===== src/rtl/control_unit.sv =====
// SPARC V8 integer-subset decoder: instr -> registered 19-bit control bundle, 1-cycle latency, no backpressure.
// Define CU_ILLEGAL_FLAG_EN to add a registered illegal_instr flag alongside the bundle.
module control_unit (
  input  logic        clk,
  input  logic        clr,
  input  logic [31:0] instr,
  output logic [18:0] instr_signals
`ifdef CU_ILLEGAL_FLAG_EN
  ,
  output logic        illegal_instr
`endif
);

  typedef struct packed {
    logic       jmpl;
    logic       call;
    logic       branch;
    logic       load;
    logic       mem_enable;
    logic       rf_le;
    logic       modify_cc;
    logic [3:0] alu_op;
    logic [2:0] so_sel;
    logic       mem_rw;
    logic [1:0] mem_size;
    logic       mem_se;
    logic       sethi;
  } ctrl_t;

  localparam logic [3:0] ALU_ADD  = 4'b0000;
  localparam logic [3:0] ALU_PASSB = 4'b1001;
  localparam logic [3:0] ALU_SLL  = 4'b1010;
  localparam logic [3:0] ALU_SRL  = 4'b1011;
  localparam logic [3:0] ALU_SRA  = 4'b1101;

  localparam logic [2:0] SO_RS2   = 3'b000;
  localparam logic [2:0] SO_SIMM  = 3'b001;
  localparam logic [2:0] SO_IMM22 = 3'b010;
  localparam logic [2:0] SO_DISP22 = 3'b011;
  localparam logic [2:0] SO_DISP30 = 3'b100;
  localparam logic [2:0] SO_SHCNT = 3'b101;

  logic [1:0] op;
  logic [2:0] op2;
  logic [5:0] op3;
  logic       i_bit;
  logic [2:0] so_reg_imm;

  assign op         = instr[31:30];
  assign op2        = instr[24:22];
  assign op3        = instr[24:19];
  assign i_bit      = instr[13];
  assign so_reg_imm = i_bit ? SO_SIMM : SO_RS2;

  ctrl_t ctrl_d;
  ctrl_t ctrl_q;
  logic  supported;
  logic  illegal_d;
  logic  illegal_q;

  always_comb begin
    ctrl_d    = '0;
    supported = 1'b0;
    unique case (op)
      2'b01: begin
        supported     = 1'b1;
        ctrl_d.call   = 1'b1;
        ctrl_d.rf_le  = 1'b1;
        ctrl_d.alu_op = ALU_ADD;
        ctrl_d.so_sel = SO_DISP30;
      end
      2'b00: begin
        if (op2 == 3'b100) begin
          supported     = 1'b1;
          ctrl_d.sethi  = 1'b1;
          ctrl_d.rf_le  = 1'b1;
          ctrl_d.alu_op = ALU_PASSB;
          ctrl_d.so_sel = SO_IMM22;
        end else if (op2 == 3'b010) begin
          supported     = 1'b1;
          ctrl_d.branch = 1'b1;
          ctrl_d.so_sel = SO_DISP22;
        end
      end
      2'b10: begin
        // op3[4] only selects the cc-setting variant, so both halves share one decode
        if (!op3[5] && (!op3[3] || op3[2:0] == 3'b000 || op3[2:0] == 3'b100)) begin
          supported        = 1'b1;
          ctrl_d.rf_le     = 1'b1;
          ctrl_d.modify_cc = op3[4];
          ctrl_d.alu_op    = op3[3:0];
          ctrl_d.so_sel    = so_reg_imm;
        end else begin
          unique case (op3)
            6'b100101, 6'b100110, 6'b100111: begin
              supported     = 1'b1;
              ctrl_d.rf_le  = 1'b1;
              ctrl_d.so_sel = i_bit ? SO_SHCNT : SO_RS2;
              unique case (op3[1:0])
                2'b01:   ctrl_d.alu_op = ALU_SLL;
                2'b10:   ctrl_d.alu_op = ALU_SRL;
                default: ctrl_d.alu_op = ALU_SRA;
              endcase
            end
            6'b111000: begin
              supported     = 1'b1;
              ctrl_d.jmpl   = 1'b1;
              ctrl_d.rf_le  = 1'b1;
              ctrl_d.alu_op = ALU_ADD;
              ctrl_d.so_sel = so_reg_imm;
            end
            default: ;
          endcase
        end
      end
      default: begin
        // op3[1:0] maps 00/01/10/11 to word/byte/half/dword for both loads and stores
        if (op3[5:3] == 3'b000 || op3 == 6'b001001 || op3 == 6'b001010) begin
          supported         = 1'b1;
          ctrl_d.mem_enable = 1'b1;
          ctrl_d.alu_op     = ALU_ADD;
          ctrl_d.so_sel     = so_reg_imm;
          unique case (op3[1:0])
            2'b00:   ctrl_d.mem_size = 2'b10;
            2'b01:   ctrl_d.mem_size = 2'b00;
            2'b10:   ctrl_d.mem_size = 2'b01;
            default: ctrl_d.mem_size = 2'b11;
          endcase
          if (op3[2] && !op3[3]) begin
            ctrl_d.mem_rw = 1'b1;
          end else begin
            ctrl_d.load   = 1'b1;
            ctrl_d.rf_le  = 1'b1;
            ctrl_d.mem_se = op3[3];
          end
        end
      end
    endcase
    illegal_d = !supported && (instr != 32'h0);
  end

  always_ff @(posedge clk) begin
    if (clr) begin
      ctrl_q    <= '0;
      illegal_q <= 1'b0;
    end else begin
      ctrl_q    <= ctrl_d;
      illegal_q <= illegal_d;
    end
  end

  assign instr_signals = ctrl_q;

`ifdef CU_ILLEGAL_FLAG_EN
  assign illegal_instr = illegal_q;
`else
  logic unused_illegal;
  assign unused_illegal = illegal_q;
`endif

endmodule


===== config.mk =====
export PLATFORM = sky130hd
export DESIGN_NAME = control_unit
export DESIGN_NICKNAME = d
export VERILOG_FILES = /design/src/rtl/control_unit.sv
export SDC_FILE = /design/constraint.sdc
export NUM_CORES = 1
export LEC_CHECK = 0
export ABC_CLOCK_PERIOD_IN_PS = 4000
export CAP_MARGIN = 20
export CELL_PAD_IN_SITES_DETAIL_PLACEMENT = 1
export CELL_PAD_IN_SITES_GLOBAL_PLACEMENT = 1
export CORE_MARGIN = 2
export CORE_UTILIZATION = 28
export DETAILED_ROUTE_END_ITERATION = 6
export PLACE_DENSITY = 0.81
export SYNTH_ARGS = -nofsm -noshare
export SYNTH_HDL_FRONTEND = slang
export SYNTH_SLANG_ARGS = --single-unit

===== constraint.sdc =====
create_clock -name clk -period 4 [get_ports clk]
set_input_delay 0.4 -clock clk [delete_from_list [all_inputs] [get_ports clk]]
set_output_delay 0.4 -clock clk [all_outputs]
set_load 0.03 [all_outputs]

=== Word level (Yosys, flattened, before mapping) ===
Cells that the tools add are included.

* Bits in registers: 19
* Latch bits: 0
* RAM bits: 0
* Bits in read-only memories: 0
* Bits of input ports: 34
* Output and inout bits: 19
* Word-level logic and storage cells: 73
* Memories kept: 0

* Add/sub/neg operators: 0
* $mul: 0
* Div/mod/pow operators: 0
* Order comparisons: 0
* Equality and inequality tests: 13
* Shift-type cells: 0
* Multiplexer cells: 22
* Bitwise operators: 4
* Reduce and logical (&&, ||, !) cells: 21

{| class="wikitable"
|+ Operators by type and width
! operator !! number
|-
| 6-bit == test, second input constant || 4
|-
| 7-bit one-hot mux with 3 select lines || 1
|-
| 7-bit one-hot mux with 2 select lines || 1
|-
| 6-bit by 4-bit == test with 1-bit output, second input constant || 2
|-
| 3-bit OR reduction || 4
|-
| 1-bit 2-to-1 mux || 10
|-
| 4-bit OR reduction || 2
|-
| 7-bit 2-to-1 mux || 1
|-
| 3-bit == test, second input constant || 2
|-
| 3-bit zero test || 2
|-
| 2-bit 2-to-1 mux || 3
|-
| 2-bit one-hot mux with 3 select lines || 1
|-
| 3-bit one-hot mux with 2 select lines || 1
|-
| 6-bit OR reduction || 1
|-
| 5-bit 2-to-1 mux || 1
|-
| 5-bit OR reduction || 1
|-
| 2-bit by 1-bit == test with 1-bit output, second input constant || 2
|-
| 2-bit == test, second input constant || 2
|-
| 2-bit zero test || 2
|-
| 1-bit logical OR || 4
|-
| 4-bit 2-to-1 mux || 1
|-
| 1-bit inverter || 4
|-
| 3-bit by 2-bit == test with 1-bit output, second input constant || 1
|-
| 3-bit 2-to-1 mux || 1
|-
| 4 further kinds || 6
|}

=== Longest topological paths before layout ===
* Depth in word-level cells: 6
* Mapped depth: 6
* Mapped depth without buffers: 6

=== Worst setup path after synthesis ===
OpenSTA, ideal clock, no wires.

* Path kind: input-to-reg
* Start: input port instr[19]
* End: register ctrl_q (netlist bit instr_signals[1])
* Setup time: 0.059 ns
* Arrival time: 1.512 ns
* Required time: 3.941 ns
* Slack: 2.428 ns
* Stages: 6
* Path buffers: 0
* Path through: inv_1 > ha_1 > o21bai_1 > a2111o_1 > nor4_4 > and2_1

* Cells in the longest elaborated chain, start to end: 5
* Elaborated cells between the ends (all ways): 6
* Classes of those cells: eq/ne: 2; bitwise: 1; reduce/logical: 3

{| class="wikitable"
|+ RTL lines
! item !! line !! RTL
|-
| start: declaration || 6 || <nowiki>input logic [31:0] instr,</nowiki>
|-
| 6-bit by 4-bit == test with 1-bit output || 118 || <nowiki>if (op3[5:3] == 3'b000 || op3 == 6'b001001 || op3 == 6'b001010) begin</nowiki>
|-
| 1-bit logical OR || 118 ||
|-
| 1-bit logical OR (*) || 118 ||
|-
| 1-bit inverter (no source line) (*) || - ||
|-
| 6-bit OR reduction (no source line) (*) || - ||
|-
| end signal: assignment || 147 || <nowiki>ctrl_q <= ctrl_d;</nowiki>
|-
| end: declaration || 56 || <nowiki>ctrl_t ctrl_q;</nowiki>
|}

Mark *: on every way between the ends. The rest lies on a longest branch, timed or not.
A chain may end at the register's enable or synchronous reset.

=== Worst setup path in the final report ===
* Start: input port instr[19]
* End: register ctrl_q (netlist bit instr_signals[5])

* Cells in the longest elaborated chain, start to end: 6
* Elaborated cells between the ends (all ways): 18
* Classes of those cells: eq/ne: 7; mux: 4; reduce/logical: 7

{| class="wikitable"
|+ RTL lines
! item !! line !! RTL
|-
| branches (longest 5 deep; another with 7-bit one-hot mux with 2 select lines) || - ||
|-
| 7-bit one-hot mux with 3 select lines (*) || 64 || <nowiki>unique case (op)</nowiki>
|}

Mark *: on every way between the ends.

==> flow_summary.toml <==
[yosys]
synth_nets = 137
synth_cells = 94
synth_area_um2 = 892
ys_ff_latch = 19
yosys_warnings = 0
synth_area_per_cell_um2 = 9.49
synth-seq-area-share_pct = 42.6
synth_cell_types = 30

[final_layout]
diodes = 0
final_area_um2 = 1240
syn_to_final_growth_pct = 39.4
nets = 166
largest_reg_flops = 19
multi_input_area_um2 = 469
drive_above_1_share_pct = 4.10
regArea_um2 = 380
nFillCells = 371

[pwr]
cellLeakagePower_nw = 0.446
vdd_ir_drop_max_v = 0.0000901
p_per_area_nw_per_um2 = 286

[worst_setup_path]
cp_max_fo = 4
cp.required_ns = 4.23
cp_slowest_cell = "a2111oi_0"
crit_path_end_kind = "register"
worst_setup_path_start_kind = "input pin"
cp_slowest_stage_delay_ns = 0.63
critPathCapture = "instr_signals[5]$_SDFF_PP0_"
crit_type = "input pin to register"
crit_path_frequent_cell = "a21oi_1"
crit_start = "instr[19]"
crit_path_cell_trace = "clkdlybuf4s50_1 -> inv_1 -> ha_1 -> o21bai_1 -> a2111oi_0 -> a21oi_1 -> a21oi_1"
crit_arrival_ns = 2.24

[clocking]
root_buffer = "clkbuf_4"
post_cts_resized = 0
clk_pin_slew_ns = 0.10
cts_tree = "done"
hold_buffers = 0
max-clock-path-buffers = 2
cts_inserted_buffers = 3
numClockSinks = 19
htree_num_levels = 1
postCtsSetupRepairBufs = 0

[placement]
port_buffers = 29
gp_congestion = 0.824
placement.cell_area_um2 = 1220
dp_hpwl_mm = 1.71

[outcome]
status = "finished clean"

[die]
fp-row-count = 20
die_h_um = 60.4
fp.dieArea_um2 = 3650
die_x_um = 60.4
ios = 53
coreArea_um2 = 3050
start_util_pct = 29.2

[timing]
post-route-period-util_pct = 50.2
worst_slew_pin_slew_ns = 0.638
rsz0062_at_grt = "false"
slew-limit-headroom_pct = 56.3
setup_tns_ns = 0
slew_viol_final = 0
min_period_ns = 2.01
hold_viol = 0
clock.fmax_ghz = 0.498
setup_viol = 0
hold_slack_ns = 0.777

[drt]
drt-wirelength-per-cell_um = 12.9
dr.pass1.iters = 4
antenna_left = 0
drt_iter0_markers = 11
wl_mm = 2.15
vias_per_cell = 4.85
vias = 805
drc = 0

[grt]
grt-ovfl-total = 0
track_usage_pct = 12.9
grt_pass1_wl_mm = 3.48
grt_max_degree = 12
antenna_found_initial = 0
grt_pass1_vias = 803

[flow_run]
cap_viol_max_count = 0

[min_path]
hold_path.class = "input pin to register"
[through the flow]
| step | cells | power (mW) | util (%) | setup slack (ns) |
|---|---|---|---|---|
| after global placement | 162 | 0.264 | 39.9 | 1.70 |
| after detailed placement | 162 | 0.266 | 39.9 | 1.70 |
| after global routing | 166 | 0.374 | 40.7 | 1.80 |
| after CTS | 166 | 0.360 | 40.7 | 1.99 |
| final | 166 | 0.356 | 40.7 | 1.99 |
| after floorplan | 94 | 0.238 | - | 2.43 |
[cell type report]
class / count / area share [%]
clock buffer: 4 / 2.11
inverter: 6 / 1.81
multi-input combinational: 64 / 37.7
sequential: 19 / 30.6
tap: 44 / 4.43
timing repair buffer: 29 / 23.3
[critical path, delay by kind of cell]
family                   cells  cell delay (ns)
AO/OA/AOI/OAI                4             1.01
adder cells (fa/ha/maj)      1             0.22
buffers and inverters        2             0.61
[synth_stat cells (all sizes together)]
cell type	instances	area (um^2)
dfxtp	19	380
a21oi	9	45.0
ha	9	113
nor2	7	26.3
inv	6	22.5
nor4	6	52.6
clkbuf	4	15.0
o21ai	4	20.0
nand2b	3	18.8
nor3	3	15.0
nor4b	3	26.3
nand2	2	7.51
nand4b	2	17.5
nor3b	2	15.0
a2111o	1	11.3
a2111oi	1	8.76
a211oi	1	7.51
a22oi	1	7.51
a31oi	1	6.26
and2	1	6.26
and4b	1	10.0
buf	1	5.00
nand4	1	6.26
nand4bb	1	11.3
o211ai	1	7.51
o21bai	1	7.51
o31ai	1	7.51
or2	1	6.26
xnor2	1	8.76
[placed cells by master, fill, tap and decap left out]
cell type | synthesis | routed
nor4b_1 | 3 | 3
nand4_1 | 1 | 1
nor3_1 | 3 | 3
a211oi_1 | 1 | 1
a2111oi_0 | 1 | 1
inv_1 | 6 | 6
o21bai_1 | 1 | 1
nor3b_1 | 2 | 2
a31oi_1 | 1 | 1
a2111o_1 | 1 | 1
dfxtp_1 | 19 | 19
o31ai_1 | 1 | 1
clkbuf_1 | 4 | 1
nand4b_1 | 2 | 2
o21ai_0 | 4 | 4
a22oi_1 | 1 | 1
and4b_1 | 1 | 1
xnor2_1 | 1 | 1
a21oi_1 | 9 | 9
clkdlybuf4s50_1 | 0 | 29
nand2b_1 | 3 | 3
nand2_1 | 2 | 2
clkbuf_4 | 0 | 3
nor4_4 | 1 | 1
o211ai_1 | 1 | 1
nand4bb_1 | 1 | 1
ha_1 | 9 | 9
or2_2 | 1 | 1
nor2_1 | 7 | 7
and2_1 | 1 | 1
nor4_1 | 5 | 5
[report_power, final]
group          switching, mW  internal [mW]
clock network         0.0550         0.0388
registers           0.000900          0.193
logic                 0.0399         0.0284
[worst min path at each step]
| stage | startpoint | end | slack (ns) | depth (start not counted) |
|---|---|---|---|---|
| 4_1_cts | instr[21] | instr_signals[18]$_SDFF_PP0_ | 0.76 | 2 |
| 5_1_grt | instr[21] | instr_signals[18]$_SDFF_PP0_ | 0.78 | 2 |
| 2_1_floorplan | instr[21] | instr_signals[18]$_SDFF_PP0_ | 0.48 | 1 |
| 3_3_place_gp | instr[21] | instr_signals[18]$_SDFF_PP0_ | 1.08 | 2 |
| 3_5_place_dp | instr[21] | instr_signals[18]$_SDFF_PP0_ | 1.08 | 2 |
| 6_report | instr[21] | instr_signals[18]$_SDFF_PP0_ | 0.78 | 2 |
[cells by family (layout without fill, tap and decap cells)]
family | count (synthesis) | in the layout | share of synthesized area, %
compound gates | 21 | 21 | 14.4
buf+inv | 11 | 39 | 4.77
fa+ha+maj | 9 | 9 | 12.6
simple gates | 33 | 33 | 24.5
xor+xnor | 1 | 1 | 0.982
flops | 19 | 19 | 42.6
[per-layer routing]
metal / GRT usage [%] / vias to the layer above / wire (um)
met4: 6.52 / 0 / 48
met1: 14.2 / 382 / 904
met2: 23.6 / 23 / 1110
li1: - / 396 / -
met5: 0 / - / 0
met3: 2.13 / 4 / 90
(Power assumes the default switching activity.)
